## config.mk

```make
export PLATFORM = sky130hd
export DESIGN_NAME = dtu_lane_aligner
export DESIGN_NICKNAME = d
export VERILOG_FILES = /design/src/rtl/dtu_lane_aligner.sv
export SDC_FILE = /design/constraint.sdc
export NUM_CORES = 1
export LEC_CHECK = 0
export ABC_CLOCK_PERIOD_IN_PS = 2800
export CAP_MARGIN = 30
export CELL_PAD_IN_SITES_DETAIL_PLACEMENT = 0
export CELL_PAD_IN_SITES_GLOBAL_PLACEMENT = 2
export CORE_ASPECT_RATIO = 2
export CORE_MARGIN = 4
export CORE_UTILIZATION = 32
export DETAILED_ROUTE_END_ITERATION = 12
export PLACE_DENSITY = 0.84
export SLEW_MARGIN = 25
export SYNTH_ARGS = -nofsm -noshare
export SYNTH_HDL_FRONTEND = slang
export SYNTH_SLANG_ARGS = --single-unit
```

## constraint.sdc

```tcl
create_clock -name clock -period 2.8 [get_ports clock]
set_input_delay 0.42 -clock clock [delete_from_list [all_inputs] [get_ports clock]]
set_output_delay 0.42 -clock clock [all_outputs]
set_load 0.02 [all_outputs]
```

## src/rtl/dtu_lane_aligner.sv

```systemverilog
// dtu_lane_aligner: serial word aligner for one LiTE-DTU lane (hunt, confirm, lock on synch_pattern)
// Optional build macro DTU_LANE_ALIGNER_ERRCNT_EN adds err_cnt/err_flag for locked-state mismatches.
module dtu_lane_aligner #(
    parameter int WIDTH        = 32,
    parameter int LOCK_MATCHES = 4,
    parameter int MISS_LIMIT   = 3
) (
    input  logic             clock,
    input  logic             rst_b,
    input  logic             ser_in,
    input  logic             sync_mode,
    input  logic [WIDTH-1:0] synch_pattern,
    input  logic             relock,
    output logic [WIDTH-1:0] word_out,
    output logic             word_valid,
    output logic             locked,
    output logic [1:0]       state_out
`ifdef DTU_LANE_ALIGNER_ERRCNT_EN
    ,
    output logic [15:0]      err_cnt,
    output logic             err_flag
`endif
);
    localparam int PW = $clog2(WIDTH);
    typedef enum logic [1:0] {HUNT = 2'b00, CONFIRM = 2'b01, LOCKED = 2'b10} state_t;
    state_t           state, state_d;
    logic [WIDTH-1:0] shreg, word_d;
    logic [PW-1:0]    phase, phase_d;
    logic [3:0]       match_cnt, match_d, miss_cnt, miss_d;
    logic             valid_d, hit, boundary;
`ifdef DTU_LANE_ALIGNER_ERRCNT_EN
    logic [15:0]      err_d;
    logic             flag_d;
`endif
    assign hit       = shreg == synch_pattern;
    assign boundary  = phase == PW'(WIDTH - 1);
    assign state_out = state;

    // next-state logic: hunt on every bit, then compare only at the locked word boundary
    always_comb begin
        state_d = state;
        phase_d = phase;
        match_d = match_cnt;
        miss_d  = miss_cnt;
        word_d  = word_out;
        valid_d = 1'b0;
`ifdef DTU_LANE_ALIGNER_ERRCNT_EN
        err_d   = err_cnt;
        flag_d  = 1'b0;
`endif
        if (relock) begin
            state_d = HUNT;
            phase_d = '0;
            match_d = '0;
            miss_d  = '0;
`ifdef DTU_LANE_ALIGNER_ERRCNT_EN
            err_d   = '0;
`endif
        end else if (state == HUNT) begin
            if (hit) begin
                state_d = (LOCK_MATCHES == 1) ? LOCKED : CONFIRM;
                phase_d = '0;
                match_d = 4'd1;
                miss_d  = '0;
            end
        end else begin
            phase_d = boundary ? '0 : phase + PW'(1);
            if (boundary && state == CONFIRM) begin
                if (hit) begin
                    match_d = match_cnt + 4'd1;
                    if (match_cnt + 4'd1 == 4'(LOCK_MATCHES)) begin
                        state_d = LOCKED;
                        miss_d  = '0;
                    end
                end else begin
                    state_d = HUNT;
                    match_d = '0;
                end
            end else if (boundary) begin
                word_d  = shreg;
                valid_d = 1'b1;
                if (sync_mode && hit) miss_d = '0;
                else if (sync_mode) begin
                    miss_d = miss_cnt + 4'd1;
`ifdef DTU_LANE_ALIGNER_ERRCNT_EN
                    if (err_cnt != 16'hFFFF) begin
                        err_d  = err_cnt + 16'd1;
                        flag_d = 1'b1;
                    end
`endif
                    if (miss_cnt + 4'd1 == 4'(MISS_LIMIT)) begin
                        state_d = HUNT;
                        miss_d  = '0;
                    end
                end
            end
        end
    end

    // state and datapath registers; shreg keeps shifting through relock
    always_ff @(posedge clock or negedge rst_b) begin
        if (!rst_b) begin
            shreg      <= '0;
            state      <= HUNT;
            phase      <= '0;
            match_cnt  <= '0;
            miss_cnt   <= '0;
            word_out   <= '0;
            word_valid <= 1'b0;
            locked     <= 1'b0;
`ifdef DTU_LANE_ALIGNER_ERRCNT_EN
            err_cnt    <= '0;
            err_flag   <= 1'b0;
`endif
        end else begin
            shreg      <= {shreg[WIDTH-2:0], ser_in};
            state      <= state_d;
            phase      <= phase_d;
            match_cnt  <= match_d;
            miss_cnt   <= miss_d;
            word_out   <= word_d;
            word_valid <= valid_d;
            locked     <= state_d == LOCKED;
`ifdef DTU_LANE_ALIGNER_ERRCNT_EN
            err_cnt    <= err_d;
            err_flag   <= flag_d;
`endif
        end
    end
endmodule

```

==> impl_metrics.json <==
{
  "numCtsBuffers": 9,
  "cts-root-buf": "clkbuf_16",
  "critPathKind": "in -> reg",
  "timing.rr.end": "miss_cnt[1]$_DFFE_PN0P_",
  "io_buffers": 72,
  "ctsResizeCount": 0,
  "drcViolationCount": 0,
  "fin_util": 0.445,
  "dieArea_mm2": 0.0126,
  "cts_buffer_depth": 2,
  "die_w_um": 81.4,
  "core_mm2": 0.0105,
  "busiest_layer": "met2",
  "yosys.area.top_type": "dfrtp_1",
  "r2r-start": "match_cnt[0]$_DFFE_PN0P_",
  "hp-class": "in -> async",
  "crit_required_ns": 3.03,
  "async_reset_ff_frac": 1.00,
  "antenna_cells": 0,
  "synth_top_area_share": 0.588,
  "hpwl_mm": 6.78,
  "final.period_utilization": 0.864,
  "r2r_cells": 6,
  "synthesis.instances": 329,
  "area_growth_pct": 35.9,
  "drive_above_1_share": 0.0841,
  "path_max_fanout": 4,
  "grt.total_usage": 0.155,
  "syn_area_mm2": 0.00345,
  "cts_max_level": 3,
  "vias": 2628,
  "grt_use_met2": 0.284,
  "status": "completed",
  "grt_max_degree": 41,
  "insertion_delay_ns": 0.34,
  "grt_pass1_wl_mm": 14.3,
  "cts_tree": "built",
  "worstPathCellList": "clkdlybuf4s50_1, xnor2_1, nand4_1, nor4_4, nand2_1, or3_1, a2111oi_2",
  "gp_congestion": 0.771,
  "worst_path_max_delay_cell": "clkdlybuf4s50_1",
  "pwr_density_cell_mw_per_mm2": 549,
  "synth_common_cells": "nand2_1, dfrtp_1, xnor2_1",
  "synthTopCellsByArea": "dfrtp_1, nand2_1, xnor2_1, ha_1, nand4_1",
  "grt_pass1_vias": 2740,
  "post_cts_buffers": 0,
  "cp-start-kind": "input port",
  "met3_usage": 0.0268,
  "finalInstanceArea_mm2": 0.00469,
  "tightest_slew_ns": 0.692,
  "yosys_warnings": 0,
  "hold_buffers": 0,
  "synth.most_common_cell": "nand2_1",
  "rsz0062_at_grt": "false",
  "ant_nets": 0,
  "wl_mm": 9.08,
  "worst_ir_drop_vdd_mv": 0.331,
  "drt_iter0_drc": 154,
  "dp.cells": 537,
  "synth_fp_nets": 372,
  "synth_ff_type": "dfrtp_1",
  "regToRegSetupSlack_ns": 0.49,
  "ys_seq_elements": 81,
  "ys_types": 43,
  "layout_setup_ws_ns": 0.381,
  "synth_edf_count": 0,
  "maxCapViolations": 0,
  "post-place-ws_ns": -0.0170,
  "io_pins": 73,
  "avgSynthCellArea_um2": 10.5,
  "grt_use_met1": 0.165,
  "skew_ns": 0.00790,
  "grt-ovfl-total": 0,
  "fmax_mhz": 413,
  "wl_per_cell_um": 16.4,
  "cp-end-kind": "flip-flop",
  "path_clk_slew_ns": 0.06,
  "drv_slew": 0,
  "antenna_found_initial": 0,
  "cp_data_arrival_time_ns": 2.65,
  "nets": 454,
  "fin_crit_ns": 2.42,
  "via_per_inst": 4.75,
  "die_h_um": 155,
  "setup_violations": 0,
  "synth_seq_area_share": 0.588,
  "dr.pass1.iters": 4,
  "placed_cell_area_mm2": 0.00438,
  "p_leak_nw": 2.14,
  "crit_path_max_incr_delay_ns": 0.43,
  "hold_viol_final": 0,
  "relSlewSlack": 0.539,
  "finalNonFillerCells": 553,
  "initial_core_util": 0.327,
  "rows": 53,
  "cts_num_sinks": 81
}
power by group:
part           internal [mW]  leakage [nW]  switching [mW]
Clock                  0.743         0.153           0.467
Combinational         0.0809         0.933          0.0643
Sequential              1.19          1.06          0.0254
sequential cells by signal, indices dropped and copies added, names as in the netlist:
register    flops
locked          1
word_valid      1
match_cnt       4
word_out       32
miss_cnt        4
shreg          32
state_out       2
phase           5
metrics by stage:
step	hold slack, ns	setup TNS (ns)	power, mW
CTS	0.0551	0	2.61
global route	0.0908	0	2.68
finish	0.0426	0	2.57
floorplan	0.124	0	1.28
detailed placement	0.404	-0.0170	1.39
global placement	0.404	0	1.39
critical path, delay by kind of cell:
kind / cells / cell delay (ns)
AOI/OAI and AO/OA: 1 / 0.36
xor gates and xnor gates: 1 / 0.35
buffers and inverters: 1 / 0.43
and+or+nand+nor: 4 / 1.09
area by class of cell:
cell class | instances | area, um2
Fill cell | 1038 | 5860
Tap cell | 137 | 171
Inverter | 4 | 15.0
Clock buffer | 11 | 253
Clock inverter | 5 | 60.1
Timing Repair Buffer | 83 | 801
Sequential cell | 81 | 2030
Multi-Input combinational cell | 232 | 1360
kinds of logic (layout without fill, tap and decap cells):
logic type	count (synthesis)	count (layout)	synth area share
AO/OA/AOI/OAI	41	41	0.0860
adder cells (fa/ha/maj)	6	6	0.0218
XOR/XNOR	32	32	0.0812
buffers and inverters	16	103	0.0178
flip-flops	81	81	0.588
AND/OR/NAND/NOR	152	152	0.202
multiplexers	1	1	0.00326
routing by layer:
| layer | up-vias | wire (um) |
|---|---|---|
| met1 | 1278 | 3430 |
| met3 | 14 | 290 |
| met4 | 0 | 259 |
| met5 | - | 0 |
| met2 | 52 | 5100 |
| li1 | 1284 | - |
layout by cell type, fill, tap and decap left out, types with 2 or more instances in the layout:
master | synthesis | layout
xnor2_1 | 32 | 32
or2_2 | 2 | 2
nand4_1 | 11 | 11
dfrtp_1 | 81 | 81
a31o_2 | 2 | 2
a31oi_1 | 2 | 2
clkbuf_16 | 0 | 9
ha_1 | 6 | 6
or3_1 | 2 | 2
a21oi_1 | 6 | 6
nor4_4 | 2 | 2
nand2b_1 | 2 | 2
inv_6 | 0 | 2
a21o_1 | 2 | 2
and3b_1 | 2 | 2
a22oi_1 | 4 | 4
nor2b_1 | 2 | 2
and3_1 | 2 | 2
clkdlybuf4s50_1 | 0 | 71
inv_1 | 4 | 4
buf_4 | 0 | 12
o21ai_0 | 7 | 7
nand2_1 | 103 | 103
a311oi_1 | 3 | 3
a21boi_0 | 2 | 2
a211oi_1 | 2 | 2
nor3_1 | 7 | 7
o21a_1 | 2 | 2
nand3_1 | 4 | 4
nor2_1 | 9 | 9
clkbuf_8 | 0 | 2
how the worst max path moves through the flow:
stage | from | depth (start not counted) | slack (ns) | to
floorplan | phase[0]$_DFFE_PN0P_ | 9 | 0.51 | miss_cnt[1]$_DFFE_PN0P_
global placement | synch_pattern[5] | 7 | 0.05 | locked$_DFF_PN0_
detailed placement | synch_pattern[14] | 7 | -0.02 | locked$_DFF_PN0_
CTS | synch_pattern[14] | 7 | 0.34 | locked$_DFF_PN0_
global route | synch_pattern[14] | 7 | 0.24 | locked$_DFF_PN0_
finish | synch_pattern[14] | 7 | 0.38 | locked$_DFF_PN0_
No activity file was read; power rests on OpenSTA's default activity.
